[src/rtl/video_timing_pkg.sv]
// Shared timing defaults and the per-axis phase encoding for the video timing generator.
package video_timing_pkg;

    localparam int CNT_W     = 9;
    localparam int MAX_TOTAL = 1 << CNT_W;

    localparam int DEF_H_ACTIVE = 256;
    localparam int DEF_H_FP     = 16;
    localparam int DEF_H_SYNC   = 32;
    localparam int DEF_H_BP     = 80;

    localparam int DEF_V_ACTIVE = 224;
    localparam int DEF_V_FP     = 16;
    localparam int DEF_V_SYNC   = 8;
    localparam int DEF_V_BP     = 16;

    typedef enum logic [1:0] {
        ACTIVE = 2'd0,
        FRONT  = 2'd1,
        SYNC   = 2'd2,
        BACK   = 2'd3
    } phase_t;

endpackage

[src/rtl/video_axis_counter.sv]
// One timing axis: position counter, terminal-count flag and ACTIVE/FRONT/SYNC/BACK phase FSM.
module video_axis_counter
    import video_timing_pkg::*;
#(
    parameter int ACT_LEN  = DEF_H_ACTIVE,
    parameter int FP_LEN   = DEF_H_FP,
    parameter int SYNC_LEN = DEF_H_SYNC,
    parameter int BP_LEN   = DEF_H_BP
) (
    input  logic             clk,
    input  logic             reset,
    input  logic             en,
    output logic [CNT_W-1:0] count,
    output logic             wrap,
    output phase_t           phase
);

    localparam int TOTAL = ACT_LEN + FP_LEN + SYNC_LEN + BP_LEN;

    localparam logic [CNT_W-1:0] FP_START   = CNT_W'(ACT_LEN);
    localparam logic [CNT_W-1:0] SYNC_START = CNT_W'(ACT_LEN + FP_LEN);
    localparam logic [CNT_W-1:0] BP_START   = CNT_W'(ACT_LEN + FP_LEN + SYNC_LEN);
    localparam logic [CNT_W-1:0] LAST       = CNT_W'(TOTAL - 1);

    // Every phase must be non-empty so the FSM never has to skip a state in one step.
    generate
        if (TOTAL > MAX_TOTAL || ACT_LEN < 1 || FP_LEN < 1 || SYNC_LEN < 1 || BP_LEN < 1) begin : g_bad_timing
            $error("video_axis_counter: axis total exceeds 9-bit range or a phase length is zero");
        end
    endgenerate

    logic [CNT_W-1:0] count_reg, count_next;
    phase_t           phase_reg, phase_next;

    always_ff @(posedge clk) begin
        if (reset) begin
            count_reg <= '0;
            phase_reg <= ACTIVE;
        end else begin
            count_reg <= count_next;
            phase_reg <= phase_next;
        end
    end

    assign wrap = (count_reg == LAST);

    // The phase always describes count_reg, so transitions key off the value being loaded.
    always_comb begin
        count_next = count_reg;
        phase_next = phase_reg;
        if (en) begin
            count_next = wrap ? '0 : count_reg + CNT_W'(1);
            unique case (phase_reg)
                ACTIVE:  if (count_next == FP_START)   phase_next = FRONT;
                FRONT:   if (count_next == SYNC_START) phase_next = SYNC;
                SYNC:    if (count_next == BP_START)   phase_next = BACK;
                BACK:    if (wrap)                     phase_next = ACTIVE;
                default: phase_next = ACTIVE;
            endcase
        end
    end

    assign count = count_reg;
    assign phase = phase_reg;

endmodule

[src/rtl/video_timing_ctrl.sv]
// Raster timing generator with registered, blanked RGB and active-low syncs.
// Define CSYNC_SERRATION_EN to build csync as hsync_n XNOR vsync_n (serrated vertical sync).
module video_timing_ctrl
    import video_timing_pkg::*;
#(
    parameter int H_ACTIVE = DEF_H_ACTIVE,
    parameter int H_FP     = DEF_H_FP,
    parameter int H_SYNC   = DEF_H_SYNC,
    parameter int H_BP     = DEF_H_BP,
    parameter int V_ACTIVE = DEF_V_ACTIVE,
    parameter int V_FP     = DEF_V_FP,
    parameter int V_SYNC   = DEF_V_SYNC,
    parameter int V_BP     = DEF_V_BP
) (
    input  logic             clk,
    input  logic             reset,
    input  logic             ce_pix,
    input  logic [11:0]      rgb_in,
    output logic [CNT_W-1:0] hcount,
    output logic [CNT_W-1:0] vcount,
    output logic             active,
    output logic             frame_start,
    output logic [3:0]       video_r,
    output logic [3:0]       video_g,
    output logic [3:0]       video_b,
    output logic             hsync_n,
    output logic             vsync_n,
    output logic             csync
);

    logic   h_wrap, v_wrap, v_en;
    phase_t h_phase, v_phase;

    assign v_en = ce_pix & h_wrap;

    video_axis_counter #(
        .ACT_LEN (H_ACTIVE),
        .FP_LEN  (H_FP),
        .SYNC_LEN(H_SYNC),
        .BP_LEN  (H_BP)
    ) u_h_axis (
        .clk  (clk),
        .reset(reset),
        .en   (ce_pix),
        .count(hcount),
        .wrap (h_wrap),
        .phase(h_phase)
    );

    video_axis_counter #(
        .ACT_LEN (V_ACTIVE),
        .FP_LEN  (V_FP),
        .SYNC_LEN(V_SYNC),
        .BP_LEN  (V_BP)
    ) u_v_axis (
        .clk  (clk),
        .reset(reset),
        .en   (v_en),
        .count(vcount),
        .wrap (v_wrap),
        .phase(v_phase)
    );

    assign active      = (h_phase == ACTIVE) && (v_phase == ACTIVE);
    assign frame_start = ce_pix & h_wrap & v_wrap & ~reset;

    logic [11:0] video_reg, video_next;
    logic        hsync_n_reg, hsync_n_next;
    logic        vsync_n_reg, vsync_n_next;
    logic        csync_reg, csync_next;

    always_comb begin
        video_next   = video_reg;
        hsync_n_next = hsync_n_reg;
        vsync_n_next = vsync_n_reg;
        if (ce_pix) begin
            video_next   = active ? rgb_in : 12'h000;
            hsync_n_next = (h_phase != SYNC);
            vsync_n_next = (v_phase != SYNC);
        end
    end

    // Derived from the next sync values so csync stays aligned with hsync_n/vsync_n.
`ifdef CSYNC_SERRATION_EN
    assign csync_next = ~(hsync_n_next ^ vsync_n_next);
`else
    assign csync_next = hsync_n_next & vsync_n_next;
`endif

    always_ff @(posedge clk) begin
        if (reset) begin
            video_reg   <= '0;
            hsync_n_reg <= 1'b1;
            vsync_n_reg <= 1'b1;
            csync_reg   <= 1'b1;
        end else begin
            video_reg   <= video_next;
            hsync_n_reg <= hsync_n_next;
            vsync_n_reg <= vsync_n_next;
            csync_reg   <= csync_next;
        end
    end

    assign video_r = video_reg[11:8];
    assign video_g = video_reg[7:4];
    assign video_b = video_reg[3:0];
    assign hsync_n = hsync_n_reg;
    assign vsync_n = vsync_n_reg;
    assign csync   = csync_reg;

endmodule

[config.mk]
export PLATFORM = sky130hd
export DESIGN_NAME = video_timing_ctrl
export DESIGN_NICKNAME = d
export VERILOG_FILES = /design/src/rtl/video_timing_pkg.sv /design/src/rtl/video_axis_counter.sv /design/src/rtl/video_timing_ctrl.sv
export SDC_FILE = /design/constraint.sdc
export NUM_CORES = 1
export LEC_CHECK = 0
export ABC_CLOCK_PERIOD_IN_PS = 2400
export BUFFER_PORTS_ARGS = -buffer_cell sky130_fd_sc_hd__buf_2
export CAP_MARGIN = 5
export CORE_MARGIN = 2
export CORE_UTILIZATION = 54
export CTS_CLUSTER_SIZE = 24
export DETAILED_ROUTE_END_ITERATION = 16
export GPL_ROUTABILITY_DRIVEN = 0
export GPL_TIMING_DRIVEN = 0
export PLACE_DENSITY = 0.91
export SLEW_MARGIN = 20
export SYNTH_ARGS = -nofsm -noshare
export SYNTH_HDL_FRONTEND = slang
export SYNTH_SLANG_ARGS = --single-unit
[constraint.sdc]
create_clock -name clk -period 2.4 [get_ports clk]
set_input_delay 0.24 -clock clk [delete_from_list [all_inputs] [get_ports clk]]
set_output_delay 0.24 -clock clk [all_outputs]
set_load 0.05 [all_outputs]
# Word level (Yosys, flattened, before mapping)
# Cells that the tools add are included.
# W data, S select, Z words.
# word_totals
reg_bits,37
latch_bits,0
ram_bits,0
romBits,0
in_bits,15
output_inout_bits,35
wordCells,59
n_memories,0
# op_classes
addsub,2
n_mul,0
div_mod_pow,0
magnitude_cmp,0
n_eq_ne,24
shift,0
mux,15
bitwise,5
reduce_logical,5
# op_table
op,n
$eq A9 B9 Y1 const B,5
$eq A9 B8 Y1 const B,3
$add A9 B1 Y9 const B,2
$mux W9,2
$mux W2,8
$pmux W2 S4,2
$ne A2 B1 Y1 const B,7
$mux W12,1
$reduce_and A5 Y1,2
$eq A2 B2 Y1 const B,4
$ne A2 B2 Y1 const B,3
$and A1 B1 Y1,4
$eq A2 B1 Y1 const B,2
$logic_not A2 Y1,2
$mux W1,2
$logic_and A1 B1 Y1,1
$not A1 Y1,1

# Depth between registers and ports, before layout
# Gate-level depths: netlist of the first run.
# logic_depth
depth_word,5
depth_mapped,11
mapped_depth_nobuf,9

# By module
# A second synthesis of the first run with hierarchy kept.
# unflattened
cells_unflattened,243
area_unflattened_um2,2243.4
# by_module_without_submodules
module,n_inst,cells_per_inst,area_per_inst_um2,seq_area_each_um2
video_axis_counter (u_h_axis),1,103,889.6,220.2
video_axis_counter (u_v_axis),1,99,822.0,220.2
video_timing_ctrl,1,41,531.8,300.3

# Worst setup path after synthesis of the first run
# OpenSTA, ideal clock, no wires.
# synth_timing
kind,flip-flop to output port
startpoint,"register u_h_axis.count_reg[0], in the netlist u_h_axis.count[0]"
endpoint,output port frame_start
arrival_ps,2896
t_required_ps,2160
path_slack_ps,-736
stages_incl_launch_ff,8
n_path_buf,2
path_cell_list,dfxtp_1 -> ha_1 -> and4_1 -> buf_2 -> nor2b_1 -> buf_2 -> nand2_1 -> nor3_1
# synth_between
elab_chain_len,4
# synth_lines
item,line,text
from (decl),video_axis_counter.sv:32,"logic [CNT_W-1:0] count_reg, count_next;"
from (signal assigned),video_axis_counter.sv:40,count_reg <= count_next;
$eq A9 B9 Y1,video_axis_counter.sv:45,assign wrap = (count_reg == LAST);
$and A1 B1 Y1 (3 in series),video_timing_ctrl.sv:65,assign frame_start = ce_pix & h_wrap & v_wrap & ~reset;
to (decl),video_timing_ctrl.sv:22,"output logic frame_start,"
# Every way passes these cells.

# Worst setup path after layout of the first run
# layout_timing
startpoint,"register u_h_axis.count_reg[0], in the netlist u_h_axis.count[0]"
endpoint,"register u_h_axis.phase_reg[0], in the netlist u_h_axis.phase[0]"
# layout_between
elab_chain_len,5
elab_cells_between_ends,11
classes_between,1 x add/sub; 8 x eq/ne; 1 x mux; 1 x reduce/logical
# layout_lines
item,line,text
$add A9 B1 Y9 or $eq A9 B9 Y1 (tied branches),"video_axis_counter.sv:52, video_axis_counter.sv:45",
$mux W9,video_axis_counter.sv:52,count_next = wrap ? '0 : count_reg + CNT_W'(1);
"$eq A9 B9 Y1, on equally long branches","video_axis_counter.sv:56, video_axis_counter.sv:54, video_axis_counter.sv:55",
$ne A2 B1 Y1 (no line),--,
$reduce_and A5 Y1 (no line) (*),--,
to (signal assigned),video_axis_counter.sv:41,phase_reg <= phase_next;
to (decl),video_axis_counter.sv:33,"phase_t phase_reg, phase_next;"
# Mark *: on every way between the ends. The rest lies on a longest branch, timed or not.
# A chain may end at the register's enable or synchronous reset.

==> results of run 1 <==
-- cell families (layout without fill, tap and decap cells) --
family          Yosys count  in the layout  share of synthesized area, %
compound gates           68             68                         21.37
xor+xnor                 11             11                         4.365
fa+ha+maj                12             12                         6.803
buf+inv                  28             82                         6.179
flops                    37             37                         33.56
mux                       2              2                         1.020
simple gates            118            118                         26.70
-- path summary, 6_finish.rpt --
| check | endpoint | slack [ns] | depth (start not counted) |
|---|---|---|---|
| hold / removal | video_reg[1] | 0.20 | 3 |
| hold reg to reg | video_reg[6] | 0.46 | 2 |
| setup reg to reg | u_h_axis.phase[0] | 0.1 | 8 |
| setup / recovery | u_h_axis.phase[0] | 0.1 | 8 |
-- metal layers --
layer	global-route usage [%]	part of all wire (%)	vias to the layer above
li1	-	-	1087
met2	41.99	48	122
met4	11.50	2.0	0
met5	0	0	-
met3	4.441	8.0	13
met1	29.66	42	995
-- cells in the final DEF (no fill, tap or decap), types with 2 or more instances in the layout --
master	n
a21o_1	3
nand2_1	32
mux2_2	2
dfxtp_1	32
a22oi_1	3
nand4_1	4
nor2_1	26
nor2b_1	2
nor4_1	4
clkbuf_1	8
nand3_1	22
buf_2	49
o21ai_0	9
inv_1	8
clkbuf_8	5
dfxtp_4	3
buf_6	4
nand4b_1	2
a21oi_1	29
o211ai_1	2
dfxtp_2	2
nor3_1	3
nand2b_1	2
or3_1	3
and2_1	5
xor2_1	6
and3_1	2
buf_1	2
ha_4	2
ha_1	10
xnor2_1	5
a31oi_1	2
-- cell usage after synthesis, types with 5 or more instances --
| cell type | count | area (µm²) |
|---|---|---|
| a21oi_1 | 29 | 145.1 |
| and2_1 | 5 | 31.28 |
| o21ai_0 | 9 | 45.04 |
| nand2_1 | 33 | 123.9 |
| ha_1 | 12 | 150.1 |
| xnor2_1 | 5 | 43.79 |
| nor2_1 | 26 | 97.59 |
| clkbuf_1 | 10 | 37.54 |
| nand3_1 | 22 | 110.1 |
| inv_1 | 8 | 30.03 |
| xor2_1 | 6 | 52.55 |
| dfxtp_1 | 37 | 740.7 |
-- worst reg2reg max path: cells and delay by family (launching register included) --
kind	cells	cell delay, ns
compound gates	5	0.81
fa+ha+maj	1	0.24
flops	1	0.38
simple gates	2	0.79
-- what timing repair did --
action | in CTS | in global routing
pin swaps | 0 | 0
hold endpoints to repair | 0 | 0
setup buffers | 0 | 0
setup endpoints to repair | 2 | 9
gates resized for setup | 6 | 6
hold buffers | 0 | 0
-- metrics by stage --
| step | power, mW | utilization, % | area, µm² | std cells | TNS [ns] |
|---|---|---|---|---|---|
| detailed placement | 0.8051 | 63.64 | 2527 | 374 | 0 |
| global route | 1.389 | 67.58 | 2684 | 380 | -0.02970 |
| finish | 1.354 | 67.58 | 2684 | 380 | 0 |
| global placement | 0.8021 | 63.64 | 2527 | 374 | 0 |
| floorplan | 0.7631 | - | 2225 | 276 | 0 |
| CTS | 1.355 | 67.01 | 2661 | 382 | 0 |
-- power by group through the flow --
stage	combinational, mW	clock (mW)	sequential, mW
2_1_floorplan	0.0500	0	0.713
3_3_place_gp	0.147	0	0.656
3_5_place_dp	0.149	0	0.656
4_1_cts	0.150	0.563	0.642
5_1_grt	0.163	0.582	0.644
6_report	0.152	0.560	0.642
-- final cells by class --
cell class / count / area [µm²]
Multi-Input combinational cell: 211 / 1374
Clock inverter: 3 / 46.29
Clock buffer: 5 / 68.82
Tap cell: 50 / 62.56
Timing Repair Buffer: 48 / 246.5
Inverter: 8 / 30.03
Sequential cell: 37 / 754.5
Fill cell: 318 / 1287
Buffer: 18 / 101.3
==> results.cfg, run 1 <==
[timing]
period_minus_slack_ns = 2.304
fin_crit_sh_pct = 95.99
hold-worst-slack_ns = 0.2015
slew_headroom_pct = 65.24
fmax_ghz = 0.4341
layout_setup_ws_ns = 0.09633
hold_violations = 0
setup_viol = 0
fin_skew_ns = 0.008823
tightest_slew_ns = 0.5213
maxSlewViolCount = 0

[worst_hold_path]
hold_class = in -> reg
min_from = rgb_in[1]

[clock_tree]
clkSinkCount = 37
cts_buffers = 5
htreeDepth = 2
clk_pin_slew_ns = 0.08
cts_root_buf = clkbuf_8
clk_latency_ns = 0.30
cts_tree = done
cts.path.max_buffers = 2

[floorplanning]
die_w_um = 67.93
core-area_um2 = 3971
die_height_um = 67.93
start_util_pct = 55.58
ios = 50
die_area_um2 = 4614
num_rows = 23

[grt]
grt_pass1_wl_um = 8756
grt_max_degree = 14
first_global_vias = 2072
gr-total-overflow = 0
antenna_found_initial = 0
grtUsageTotal_pct = 24.55

[cells_and_area]
diodes = 0
synthToLayoutAreaGrowth_pct = 21.60
finalNetCount = 356
largest_reg_flops = 12
drive_above_1_share_pct = 26.36

[pwr]
clockPowerShare_pct = 41.4
intPower_uw = 982.3
p_seq_share_pct = 47.4
p_switching_uw = 371.5
comb_power_share_pct = 11.2
pwr_density_cell_nw_per_um2 = 504.4
leakage_nw = 1.094
ir_worst_vdd_mv = 0.3932
switching_share_pct = 27.44

[route]
wl_per_cell_um = 14.23
drc_errors = 0
routed_wl_um = 5408
dr.pass1.iters = 5
viasPerCell = 5.834
num_vias = 2217
drtIter0Drc = 167
ant_nets = 0

[logic_synthesis]
ys_ff_latch = 37
ys_seq_area_share_pct = 33.56
synth_edf_count = 0
synthDistinctLibCells = 59
syn_area_um2 = 2207
ys.flop_type = dfxtp_1
syn_avg_cell_area_um2 = 7.997
syn_inst = 276
yosys_warnings = 0
syn-num-nets = 303
async_reset_ff_share_pct = 0

[setup_path]
crit_path_frequent_cell = a21oi_1
r2r-start = u_h_axis.count[0]
cp-end-kind = flip-flop
path_class = reg -> reg
slowest_stage = or4b_1
cp_cell_sequence = ha_4 -> or4b_1 -> o22ai_1 -> a21oi_1 -> nor4_2 -> a21o_1 -> a21oi_1 -> o21ba_2
critPathTopFamily = compound AO/OA/AOI/OAI gates
cpPeakStageDelay_ns = 0.48
path_max_fanout = 8
cp-startpoint = u_h_axis.count[0]
critPathLaunchType = flip-flop
crit_required_ns = 2.60
crit_buf_inv = 0
cp_data_arrival_time_ns = 2.51

[place]
place_ws_ns = 0.02049
hpwlAfterDp_um = 3785
io_buffers = 48

[outcome]
status = finished clean

[job]
max_cap_viol_count = 0
No activity file was read; power rests on OpenSTA's default activity.
==> inputs of run 2 (changes only) <==
--- a/config.mk
+++ b/config.mk
@@ -8,6 +8,7 @@
 export ABC_CLOCK_PERIOD_IN_PS = 2400
 export BUFFER_PORTS_ARGS = -buffer_cell sky130_fd_sc_hd__buf_2
 export CAP_MARGIN = 5
+export CORE_ASPECT_RATIO = 2
 export CORE_MARGIN = 2
 export CORE_UTILIZATION = 54
 export CTS_CLUSTER_SIZE = 24
==> run 2 against run 1 <==
Net effect:
- wire length up 7.1%
- final cell count up 1.1%
- worst setup slack worse by 0.017 ns
- die area up 0.67%
==> results.cfg, run 2 (synthesis gave the netlist of run 1 again) <==
[cells_and_area]
largest_reg_flops = 12
fin_cells = 384
layout_commonest_cell = buf_2
final_cell_mix = buf_2, nand2_1, dfxtp_1
diodes = 0
drive_above_1_share_pct = 27.63
synthToLayoutAreaGrowth_pct = 23.19
finalNetCount = 359

[place]
io_buffers = 48
place_ws_ns = -0.04625
placedCellCount = 375
hpwlAfterDp_um = 4203

[setup_path]
crit_required_ns = 2.62
regToRegSetupSlack_ns = 0.08
cp_data_arrival_time_ns = 2.54
cp-end-kind = flip-flop
path_max_fanout = 8
critPathLaunchType = flip-flop
path_class = reg -> reg

[floorplanning]
start_util_pct = 56.83
die_w_um = 49.21
core-area_um2 = 3884
ios = 50
num_rows = 32
die_height_um = 94.41
die_area_um2 = 4645

[timing]
layout_setup_ws_ns = 0.07974
fin_crit_sh_pct = 96.68
fin_skew_ns = 0.01053
fmax_ghz = 0.4310
tightest_slew_ns = 0.5705
maxSlewViolCount = 0
slew_headroom_pct = 61.96
hold_violations = 0
setup_viol = 0
period_minus_slack_ns = 2.320

[route]
wl_per_cell_um = 15.08
dr.pass1.iters = 4
ant_nets = 0
routed_wl_um = 5790
num_vias = 2248
drc_errors = 0
drtIter0Drc = 61
viasPerCell = 5.854

[clock_tree]
cts_buffers = 5
clk_latency_ns = 0.30
clk_pin_slew_ns = 0.08
cts_tree = done
clkSinkCount = 37
htreeDepth = 2
cts_root_buf = clkbuf_8
hold_buffers = 0
cts.path.max_buffers = 2

[pwr]
p_switching_uw = 363.5
intPower_uw = 982.1
comb_power_share_pct = 11.4
switching_share_pct = 27.02
p_seq_share_pct = 47.6
ir_worst_vdd_mv = 0.4458
leakage_nw = 1.109
pwr_density_cell_nw_per_um2 = 494.9
clockPowerShare_pct = 41.0

[outcome]
status = finished clean

[grt]
first_global_vias = 2153
grt_max_degree = 14
antenna_found_initial = 0
grt_pass1_wl_um = 9335
grtUsageTotal_pct = 25.42
gr-total-overflow = 0

[worst_hold_path]
hold_class = in -> reg

[job]
max_cap_viol_count = 0
==> run 2: worst paths after layout <==
| path | startpoint | endpoint | cells past startpoint |
|---|---|---|---|
| worst min register to register | video_reg[11] | video_reg[11] | 2 |
| worst max-delay path | u_v_axis.count[0] | u_v_axis.phase[0] | 8 |
| worst min-delay path | rgb_in[6] | video_reg[6] | 3 |
| worst max register to register | u_v_axis.count[0] | u_v_axis.phase[0] | 8 |
==> run 2: timing repair <==
item	in CTS	in global routing
pin swaps	0	2
gates resized for setup	5	9
setup endpoints to repair	4	6
setup buffers	0	3
hold endpoints to repair	0	0
==> run 2: critical path, cell delays in order, from the launching register on <==
cell	delay [ns]
dfxtp_4	0.41
ha_4	0.21
nand3_2	0.12
xnor2_1	0.23
mux2_2	0.36
a2111o_1	0.42
a21oi_4	0.18
a21oi_1	0.10
a211oi_2	0.20
==> run 2: stage by stage <==
stage               setup TNS [ns]  hold WS (ns)  utilization (%)  total power, mW  instance area (µm²)
global placement          -0.01702        0.4468            65.11           0.8043                 2529
detailed placement        -0.08402        0.4528            65.11           0.8067                 2529
global route              -0.06396        0.2144            70.01            1.398                 2719
finish                           0        0.2020            70.01            1.346                 2719
floorplan                        0        0.4076                -           0.7631                 2225
CTS                              0        0.1972            68.43            1.357                 2658
==> run 2: power by group through the flow <==
stage	registers (mW)	clock network (mW)	logic (mW)
floorplan	0.713	0	0.0500
global placement	0.656	0	0.148
detailed placement	0.656	0	0.150
CTS	0.642	0.564	0.151
global route	0.643	0.589	0.167
finish	0.641	0.551	0.153
==> run 2: final cells by class <==
type | instances | area (µm²)
clock buffer | 5 | 68.82
buffer | 18 | 101.3
fill | 331 | 1165
tap | 51 | 63.81
timing repair buffer | 51 | 269.0
multi-input combinational | 211 | 1385
sequential | 37 | 754.5
inverter | 8 | 30.03
clock inverter | 3 | 46.29
==> run 2: metal layers <==
| layer | vias to the layer above | wire (µm) | global-route usage, % |
|---|---|---|---|
| li1 | 1092 | - | - |
| met1 | 1095 | 2030 | 24.58 |
| met2 | 50 | 3423 | 50.68 |
| met3 | 11 | 191 | 3.323 |
| met4 | 0 | 144 | 12.38 |
| met5 | - | 0 | 0 |
